## src/rtl/servo_pkg.sv

```systemverilog
// Shared types and constants for the servo PWM output stage.
// All widths and ramp values are in microseconds on a 15-bit unsigned scale.
package servo_pkg;

    localparam int US_W = 15;

    localparam logic [US_W-1:0] FRAME_TOP     = 15'd20000;
    localparam logic [US_W-1:0] MIN_WIDTH     = 15'd1000;
    localparam logic [US_W-1:0] MAX_WIDTH     = 15'd2000;
    localparam logic [US_W-1:0] NEUTRAL_WIDTH = 15'd1500;

    typedef enum logic [1:0] {
        DISABLED,
        WAIT,
        RUN
    } pwm_state_t;

    function automatic logic [US_W-1:0] clamp_width(input logic [US_W-1:0] w);
        if (w < MIN_WIDTH)
            return MIN_WIDTH;
        else if (w > MAX_WIDTH)
            return MAX_WIDTH;
        else
            return w;
    endfunction

endpackage

```

## src/rtl/servo_cmd_buf.sv

```systemverilog
// One-entry clamp-and-hold buffer for pulse-width commands.
// Accepts while empty; emptied only when the parent commits the entry.
module servo_cmd_buf
    import servo_pkg::*;
(
    input  logic            clk,
    input  logic            rst_n,
    input  logic            cmd_valid,
    input  logic [US_W-1:0] cmd_width,
    input  logic            take,
    output logic            cmd_ready,
    output logic [US_W-1:0] pending,
    output logic            pending_valid
);

    assign cmd_ready = !pending_valid;

    // take only fires with the entry full and a transfer only with it empty,
    // so the two never collide on the same cycle.
    always_ff @(posedge clk or negedge rst_n) begin
        if (!rst_n) begin
            pending       <= NEUTRAL_WIDTH;
            pending_valid <= 1'b0;
        end else if (take) begin
            pending_valid <= 1'b0;
        end else if (cmd_valid && cmd_ready) begin
            pending       <= clamp_width(cmd_width);
            pending_valid <= 1'b1;
        end
    end

endmodule

```

## src/rtl/servo_pwm_out.sv

```systemverilog
// Servo PWM pin driver: frame-aligned width commit, enable FSM and frame watchdog.
// The pin goes high at ramp 0 and stays high for cur_width ramp values, one cycle late.
module servo_pwm_out
    import servo_pkg::*;
#(
    parameter int TIMEOUT_FRAMES = 25
) (
    input  logic            clk,
    input  logic            rst_n,
    input  logic            enable,
    input  logic [US_W-1:0] cnt_val,
    input  logic            cmd_valid,
    input  logic [US_W-1:0] cmd_width,
    output logic            cmd_ready,
    output logic            pwm_out,
    output logic [US_W-1:0] cur_width,
    output logic            frame_start,
    output logic            timeout
);

    localparam int WD_W = $clog2(TIMEOUT_FRAMES + 1);

    pwm_state_t      state, state_next;
    logic [US_W-1:0] prev_cnt;
    logic [US_W-1:0] pending;
    logic [US_W-1:0] cur_width_next;
    logic            pending_valid;
    logic            commit;
    logic            wd_inc;
    logic            wd_fire;
    logic [WD_W-1:0] wd_cnt;

    servo_cmd_buf u_cmd_buf (
        .clk           (clk),
        .rst_n         (rst_n),
        .cmd_valid     (cmd_valid),
        .cmd_width     (cmd_width),
        .take          (commit),
        .cmd_ready     (cmd_ready),
        .pending       (pending),
        .pending_valid (pending_valid)
    );

    // prev_cnt resets to 0, so no frame is seen until the first real wrap.
    assign frame_start = (cnt_val == '0) && (prev_cnt != '0);
    assign commit      = frame_start && pending_valid;
    assign wd_inc      = frame_start && !pending_valid && (state != DISABLED);
    assign wd_fire     = wd_inc && (wd_cnt == WD_W'(TIMEOUT_FRAMES - 1));

    always_comb begin
        state_next     = state;
        cur_width_next = cur_width;
        case (state)
            DISABLED: if (enable) state_next = WAIT;
            WAIT: begin
                if (!enable)          state_next = DISABLED;
                else if (frame_start) state_next = RUN;
            end
            RUN:      if (!enable) state_next = DISABLED;
            default:  state_next = DISABLED;
        endcase
        if (commit)
            cur_width_next = pending;
        else if (wd_fire)
            cur_width_next = NEUTRAL_WIDTH;
    end

    always_ff @(posedge clk or negedge rst_n) begin
        if (!rst_n) begin
            state     <= DISABLED;
            prev_cnt  <= '0;
            cur_width <= NEUTRAL_WIDTH;
            pwm_out   <= 1'b0;
        end else begin
            state     <= state_next;
            prev_cnt  <= cnt_val;
            cur_width <= cur_width_next;
            pwm_out   <= (state_next == RUN) && (cnt_val < cur_width_next);
        end
    end

    // Count saturates at TIMEOUT_FRAMES so the fallback fires once per outage.
    always_ff @(posedge clk or negedge rst_n) begin
        if (!rst_n) begin
            wd_cnt  <= '0;
            timeout <= 1'b0;
        end else begin
            if (state == DISABLED || commit)
                wd_cnt <= '0;
            else if (wd_inc && wd_cnt != WD_W'(TIMEOUT_FRAMES))
                wd_cnt <= wd_cnt + WD_W'(1);

            if (commit)
                timeout <= 1'b0;
            else if (wd_fire)
                timeout <= 1'b1;
        end
    end

endmodule
```

## config.mk

```make
export PLATFORM = sky130hd
export DESIGN_NAME = servo_pwm_out
export DESIGN_NICKNAME = d
export VERILOG_FILES = /design/src/rtl/servo_pkg.sv /design/src/rtl/servo_cmd_buf.sv /design/src/rtl/servo_pwm_out.sv
export SDC_FILE = /design/constraint.sdc
export NUM_CORES = 1
export LEC_CHECK = 0
export ABC_AREA = 0
export BUFFER_PORTS_ARGS = -buffer_cell sky130_fd_sc_hd__buf_2
export CAP_MARGIN = 25
export CORE_UTILIZATION = 40
export DETAILED_ROUTE_END_ITERATION = 6
export PLACE_DENSITY = 0.67
export SYNTH_ARGS = -nofsm -noshare
export SYNTH_HDL_FRONTEND = slang
export SYNTH_SLANG_ARGS = --single-unit
```

## constraint.sdc

```tcl
create_clock -name clk -period 2.9 [get_ports clk]
set_clock_uncertainty 0.2 [all_clocks]
set_input_delay 0.435 -clock clk [delete_from_list [all_inputs] [get_ports clk]]
set_output_delay 0.435 -clock clk [all_outputs]
set_load 0.005 [all_outputs]
```

# Word-level counts from Yosys, hierarchy flattened
# Cells that the tools add are included.
# totals
output_inout_bits,19
ff_bits,55
inputBits,34
# op_classes
mux,15
add_sub_neg,1
n_bitwise,1
eq_ne,5
n_lt_le_gt_ge,3
n_reduce_logical,18
# ops
cell,count
$mux 15,4
$gt 15x11->1 const B,1
$logic_not 15->1,1
$lt 15x10->1 const B,1
$lt 15x15->1,1
$reduce_bool 15->1,1
$mux 5,2
$logic_and 1x1->1,8
$mux 2,4
$reduce_bool 2->1,4
$pmux 2 s3,1
$add 5x1->5 const B,1
$eq 5x5->1 const B,1
$ne 5x5->1 const B,1
$eq 2x2->1 const B,2
$mux 1,4
$eq 2x1->1 const B,1
$logic_not 2->1,1
$reduce_and 2->1,1
$logic_not 1->1,1
$logic_or 1x1->1,1
$not 1->1,1

# Logic depth before layout (Yosys ltp)
# Gate-level depths: netlist of the first run.
# depth
depth_word,9
ltp_mapped,13
depth_no_buf,12

# By module
# From an unflattened synthesis of the first run, not the netlist that was laid out.
# hier_totals
cells_unflattened,227
area_unflattened_um2,2602.5
# modules_own_cells
mod,cells_each,n_inst,area_each_um2,seq_area_each_um2
servo_pwm_out,166,1,1881.8,984.7
servo_cmd_buf,61,1,720.7,409.1

# Worst setup path before layout of the first run
# OpenSTA, ideal clock, no wires.
# synth_path
path_kind,input to register
from,input port cnt_val[6]
to,register pwm_out
path_slack_ns,0.082
stages,12
arrival_ns,2.524
t_required_ns,2.606
cell_sequence,nor4_2 > and4_4 > and3_1 > clkbuf_1 > buf_2 > o22ai_1 > ha_1 > a21oi_1 > nor2_1 > o31ai_1 > o211ai_1 > a211oi_1
# synth_via
elab_chain_len,9
elab_cells_between_ends,14
cone_classes,order compare: 1; eq/ne: 1; mux: 5; reduce/logical: 7
# synth_rtl
element,line,source
from (decl),servo_pwm_out.sv:11,"input logic [US_W-1:0] cnt_val,"
$logic_not 15->1,servo_pwm_out.sv:45,assign frame_start = (cnt_val == '0) && (prev_cnt != '0);
$logic_and 1x1->1,servo_pwm_out.sv:45,
$logic_and 1x1->1 (2 in a row),servo_pwm_out.sv:47,assign wd_inc = frame_start && !pending_valid && (state != DISABLED);
$logic_and 1x1->1,servo_pwm_out.sv:48,assign wd_fire = wd_inc && (wd_cnt == WD_W'(TIMEOUT_FRAMES - 1));
$mux 15,servo_pwm_out.sv:64,else if (wd_fire)
$mux 15,servo_pwm_out.sv:62,if (commit)
$lt 15x15->1,servo_pwm_out.sv:78,pwm_out <= (state_next == RUN) && (cnt_val < cur_width_next);
$logic_and 1x1->1 *,servo_pwm_out.sv:78,
to (signal assigned),servo_pwm_out.sv:78,
to (decl),servo_pwm_out.sv:15,"output logic pwm_out,"
# Mark *: on every way between the ends. The rest lies on a longest branch, timed or not.
# A chain may end at the register's enable or synchronous reset.

# Worst setup path after layout of the first run
# layout_path
from,register state[1]
to,register pwm_out
# layout_via
elab_chain_len,7
elab_cells_between_ends,16
cone_classes,order compare: 1; eq/ne: 3; mux: 7; reduce/logical: 5
# layout_rtl
element,line,source
from (decl),servo_pwm_out.sv:23,"pwm_state_t state, state_next;"
from (signal assigned),servo_pwm_out.sv:75,state <= state_next;
$reduce_bool 2->1,servo_pwm_out.sv:47,
$logic_and 1x1->1,servo_pwm_out.sv:47,
$logic_and 1x1->1,servo_pwm_out.sv:48,
$mux 15,servo_pwm_out.sv:64,
$mux 15,servo_pwm_out.sv:62,
$lt 15x15->1,servo_pwm_out.sv:78,
$logic_and 1x1->1 *,servo_pwm_out.sv:78,
# Marks and branches as above.

==> metrics.cfg, run 1 <==
[drt]
drtIter0Drc = 112
dr.pass1.iters = 4
wirelength_um = 6620
drc_errors = 0
ant_nets = 0
wl_per_cell_um = 16.6
dr_total_vias = 2179
via_per_inst = 5.47

[pwr]
swShare = 0.216
power_density_nw_per_um2 = 439
ir_drop_v = 0.000330
p_int_uw = 1210
p_comb_frac = 0.083
power_uw = 1540
p_leak_uw = 0.00165
switchingPower_uw = 333
clkPwrFrac = 0.383
seqPwrFrac = 0.534

[die]
die_area_um2 = 6680
die_y_um = 81.7
initial_core_util = 0.422
core.rowCount = 28
io_pins = 53
coreArea_um2 = 6030
fp.dieW_um = 81.7

[setup_path]
required_ns = 2.92
cp_data_arrival_time_ns = 2.84
crit_fanout = 9
criticalPathCategory = reg2reg
start_kind = register
cp-end-kind = register

[global_route]
grt_pass1_wl_um = 10300
overflow = 0
antenna_found_initial = 0
grt_pass1_vias = 2180
grt_usage = 0.207
grt_max_degree = 30

[yosys]
synth-edff-count = 0
synth.distinct_cells = 47
yosys.area.top_type_share = 0.403
seq_area_frac_synth = 0.548
synth_area_leaders = dfrtp_1, dfstp_2, ha_1, o22a_1, nand2_1
syn_inst = 224
synth.avg_cell_area_um2 = 11.4
synth_area_um2 = 2540
yosysWarnings = 0
syn_nets = 275
synth_area_leader_cell = dfrtp_1
ys_ff_latch = 55
synthFlopType = dfrtp_1
async_flop_share = 1.00

[timing]
timing.final.crit_share = 0.971
worstMarginPinSlew_ns = 0.615
report.final.hold_viol_count = 0
fin_tns_setup_ns = 0
max_freq_mhz = 355
min_period_ns = 2.81
setup_viol = 0
slew_headroom = 0.590
slew_viol_final = 0

[cts]
cts_tree = yes
cts-htree-levels = 2
cts.clk_slew.worst_paths_ns = 0.10
cts.sinks = 55
cts-buffers-inserted = 5
clock-root-buffer = clkbuf_8
clock_latency_ns = 0.30
clock_path_buffers = 2

[outcome]
status = complete, no violations

[finish]
area.sequential_um2 = 1390
drive_gt1_frac = 0.449
nets = 373
syn2layout_area_growth_pct = 38.1
multi_input_area_um2 = 1230
nFillCells = 518
fin_util = 0.583
antenna_cells = 0

[worst_hold_path]
min_path_type = in2reg

[run]
drv_cap = 0

[placement]
routabilityCongestion = 0.880
dp_hpwl_um = 4770
portBuffers = 52

## what timing repair did
| action | in CTS | in global routing |
|---|---|---|
| pin swaps | 3 | 15 |
| hold buffers | 1 | 0 |
| hold endpoints to repair | 25 | 0 |
| gates resized for setup | 7 | 20 |
| setup endpoints to repair | 1 | 1 |
| setup buffers | 2 | 5 |
## registers in the layout (all words and copies together), names as in the netlist
name                     count
cur_width                   15
prev_cnt                    15
u_cmd_buf.pending           15
wd_cnt                       5
state                        2
pwm_out                      1
timeout                      1
u_cmd_buf.pending_valid      1
## cells by family after synthesis
logic type | share of synthesized area
fa+ha+maj | 0.0836
compound gates | 0.167
flops | 0.548
buf+inv | 0.0280
simple gates | 0.174
## cells in the final DEF, fill, tap and decap left out, drive strengths merged, types with 2 or more instances in the layout
cell / Yosys / routed
a211oi: 2 / 2
a21oi: 10 / 10
a22o: 6 / 6
a22oi: 6 / 6
a31oi: 3 / 3
and4: 3 / 3
buf: 3 / 96
bufinv: 0 / 2
clkbuf: 3 / 6
dfrtp: 41 / 41
dfstp: 14 / 14
ha: 17 / 17
inv: 12 / 12
nand2: 17 / 17
nand2b: 3 / 3
nand3: 8 / 8
nand4: 7 / 7
nor2: 12 / 12
nor2b: 7 / 7
nor3: 3 / 3
nor4: 6 / 6
o21ai: 2 / 2
o22a: 11 / 11
o22ai: 8 / 8
or2: 2 / 2
or4: 3 / 3
## layout make-up
cell class / count / area share
clock buffers: 6 / 0.0207
clock inverters: 2 / 0.0171
inverters: 12 / 0.0135
multi-input cells: 151 / 0.350
flip-flops and latches: 55 / 0.397
well taps: 75 / 0.0267
repair buffers: 97 / 0.176
## synth_stat cells (2+ instances only)
master and n:
nor2_1 12, a211oi_1 2, inv_1 11, ha_1 17
and4_1 2, a31oi_1 3, nor4_2 3, buf_2 3
nor3_1 3, clkbuf_1 3, o22a_1 11, nand3_1 8
a21oi_1 10, nor2b_1 7, a22o_1 5, or4_1 2
a22oi_1 6, nand2b_1 3, nand4_1 7, dfstp_2 14
o21ai_0 2, nor4_1 3, nand2_1 16, dfrtp_1 41
o22ai_1 8
## per-stage QoR
| stage | hold slack [ns] | instances | worst slack [ns] | area [µm²] |
|---|---|---|---|---|
| after floorplan | -0.0606 | 224 | 0.0824 | 2540 |
| after global placement | 0.263 | 382 | -0.152 | 3150 |
| after detailed placement | 0.276 | 382 | -0.240 | 3150 |
| after CTS | 0.0970 | 393 | 0.0219 | 3340 |
| after global routing | 0.0846 | 398 | -0.0352 | 3510 |
| final | 0.0929 | 398 | 0.0853 | 3510 |
## critical path, cell delays in order, from the launching register on
cell and delay [ns]:
dfrtp_1 0.40, or2_4 0.27, a31o_2 0.27, and3_1 0.20, buf_4 0.18, o22ai_1 0.15
ha_1 0.27, nand4_1 0.13, nor2_1 0.05, o31ai_1 0.27, o211ai_1 0.15, a211oi_1 0.17
## routing by layer
layer,track usage,part of all wire,vias to the layer above
li1,-,-,1038
met1,0.283,0.46,1077
met2,0.342,0.48,52
met3,0.0211,0.032,12
met4,0.0684,0.023,0
met5,0,0,-
## final timing paths
path	slack [ns]	end	depth (start not counted)	from
max	0.09	pwm_out	11	state[1]
min	0.09	prev_cnt[14]	1	cnt_val[14]
max reg2reg	0.09	pwm_out	11	state[1]
min reg2reg	0.29	u_cmd_buf.pending[10]	2	u_cmd_buf.pending[10]
max in group asynchronous	1.24	u_cmd_buf.pending[4]	3	rst_n
min in group asynchronous	0.47	u_cmd_buf.pending[13]	2	rst_n
## power groups by stage
| stage | clock network, µW | registers, µW | logic [µW] |
|---|---|---|---|
| after floorplan | 0 | 824 | 40.6 |
| after global placement | 0 | 831 | 113 |
| after detailed placement | 0 | 831 | 117 |
| after CTS | 593 | 818 | 122 |
| after global routing | 626 | 826 | 143 |
| final | 591 | 822 | 128 |
Power figures use the tool's default switching activity.
==> run 2, diff against run 1 <==
--- a/config.mk
+++ b/config.mk
@@ -8,9 +8,10 @@
 export ABC_AREA = 0
 export BUFFER_PORTS_ARGS = -buffer_cell sky130_fd_sc_hd__buf_2
 export CAP_MARGIN = 25
+export CORE_ASPECT_RATIO = 0.8
 export CORE_UTILIZATION = 40
 export DETAILED_ROUTE_END_ITERATION = 6
-export PLACE_DENSITY = 0.67
+export PLACE_DENSITY = 0.64
 export SYNTH_ARGS = -nofsm -noshare
 export SYNTH_HDL_FRONTEND = slang
 export SYNTH_SLANG_ARGS = --single-unit
==> constraint.sdc (replaced) <==
create_clock -name clk -period 2.7 [get_ports clk]
set_clock_uncertainty 0.2 [all_clocks]
set_input_delay 0.405 -clock clk [delete_from_list [all_inputs] [get_ports clk]]
set_output_delay 0.405 -clock clk [all_outputs]
set_load 0.005 [all_outputs]
==> run 2 against run 1 <==
  * The flow now finishes with violations (negative setup slack)
  * Sequential share of layout area shrank 0.32 points
  * First-iteration DRC count grew 8.0%
  * Non-clock buffer count rose by 6
  * Routed wire length down 3.1%
  * Clock-buffer cell count grew 2
  * Sequential power grew 7.3%
  * Cell area up 0.82%
  * Critical path depth increased by 2
  * Register-to-register slack worse by 0.11 ns
  * Largest cell class unchanged
  * Highest routed layer unchanged
==> metrics.cfg, run 2 (same netlist as run 1, synthesis figures left out) <==
[timing]
setup_ws_ns = -0.0229
slew_headroom = 0.722
timing.hold.ws_ns = 0.119
report.final.hold_viol_count = 0
fin_tns_setup_ns = -0.0229
worstMarginPinSlew_ns = 0.415
timing.final.crit_share = 1.01
setup_viol = 1
min_period_ns = 2.72
max_freq_mhz = 367
rsz0062_at_grt = true
slew_viol_final = 0

[cts]
cts.sinks = 55
clock_path_buffers = 2
clock_latency_ns = 0.31
cts-htree-levels = 2
cts-buffers-inserted = 5
cts_tree = yes
cts.clk_slew.worst_paths_ns = 0.10
clock-root-buffer = clkbuf_8

[worst_hold_path]
worstHoldStart = cmd_width[6]
hold_path_end = u_cmd_buf.pending[6]
min_path_type = in2reg
min_path_cells = 2

[die]
initial_core_util = 0.424
fp.dieW_um = 91.2
die_area_um2 = 6680
coreArea_um2 = 6010
die_y_um = 73.3
core.rowCount = 25
io_pins = 53

[outcome]
status = complete, but fails checks
violations = negative setup slack

[finish]
top_regs = cur_width: 15 flops, prev_cnt: 15 flops, u_cmd_buf.pending: 15 flops
final_common_cell = buf_2
antenna_cells = 0
fin_util = 0.590
layout_common_cells = buf_2, buf_4, dfrtp_1
drive_gt1_frac = 0.471
syn2layout_area_growth_pct = 39.3
nets = 379

[drt]
dr_total_vias = 2150
ant_nets = 0
drtIter0Drc = 121
drc_errors = 0
wirelength_um = 6410
dr.pass1.iters = 4
wl_per_cell_um = 15.6
via_per_inst = 5.24

[global_route]
grtUsageMet1 = 0.299
antenna_found_initial = 0
grt_util_met2 = 0.326
grt_max_degree = 28
grt.busiest_layer = met2
grt_pass1_vias = 2167
grt_pass1_wl_um = 10600
gr-usage-met3 = 0.0352
grt_usage = 0.207
overflow = 0

[setup_path]
required_ns = 2.69
reg2reg_to = pwm_out
start_kind = register
cp-end-kind = register
rr_worst_depth = 13
rr_startpoint = prev_cnt[1]
crit_fanout = 4
regToRegSetupSlack_ns = -0.02
criticalPathCategory = reg2reg
cp_data_arrival_time_ns = 2.72

[pwr]
p_leak_uw = 0.00167
power_density_nw_per_um2 = 425
power_uw = 1510
ir_drop_v = 0.000177

[placement]
routabilityCongestion = 0.761
portBuffers = 52
dp_hpwl_um = 4880
post-place-ws_ns = -0.371

[run]
drv_cap = 0

==> run 2: changes by cell type in the layout (fill, tap and decap cells not counted), sizes merged <==
cell,previous run,this run
bufinv,2,0
buf,96,102
clkbuf,6,8
==> run 2: worst max path at each step <==
stage,slack [ns],startpoint,to,depth (start not counted)
finish,-0.02,prev_cnt[1],pwm_out,13
global route,-0.16,prev_cnt[1],pwm_out,13
CTS,-0.03,prev_cnt[7],pwm_out,13
detailed placement,-0.37,cnt_val[4],pwm_out,11
global placement,-0.25,cnt_val[10],pwm_out,12
floorplan,0.02,state[1],pwm_out,12
==> run 2: what timing repair did <==
item,CTS,global route
pin swaps,15,7
setup endpoints to repair,1,1
setup buffers,3,2
endpoints found under the hold margin,12,0
hold buffers,1,0
gates resized for setup,23,7
==> run 2: cell type report <==
cell class	count	area [µm²]
Fill cell	521	2460
Sequential cell	55	1390
Multi-Input combinational cell	151	1230
Timing Repair Buffer	103	666
Tap cell	81	101
Clock buffer	8	100
Inverter	12	47.5
==> run 2: stage by stage <==
step / area (µm²) / instances
after floorplan: 2560 / 224
final: 3540 / 410
after CTS: 3490 / 408
after detailed placement: 3230 / 396
after global placement: 3230 / 396
after global routing: 3540 / 410
==> run 2: power by group <==
part	switching, µW	internal [µW]	total, µW	leakage (µW)
Clock	251	235	485	0.0000515
Sequential	23.1	859	882	0.000671
Combinational	69.4	70.0	139	0.000946
Total	343	1160	1510	0.00167
==> run 2: routing by layer <==
metal  up-vias  wire length [µm]
met5         -                 0
met4         0                56
met3         4               308
met2        53              2840
met1      1042              3200
li1       1051                 -
==> run 2: critical path, stage by stage (launching register included) <==
cell and delay [ns]:
dfrtp_1 0.41, nor4_4 0.31, nand4_1 0.17, buf_4 0.19
nand3_4 0.11, buf_6 0.12, a22o_1 0.17, inv_2 0.06
ha_4 0.26, nand4_1 0.13, nor2_2 0.15, nand2_1 0.07
a221oi_2 0.18, a211oi_1 0.07
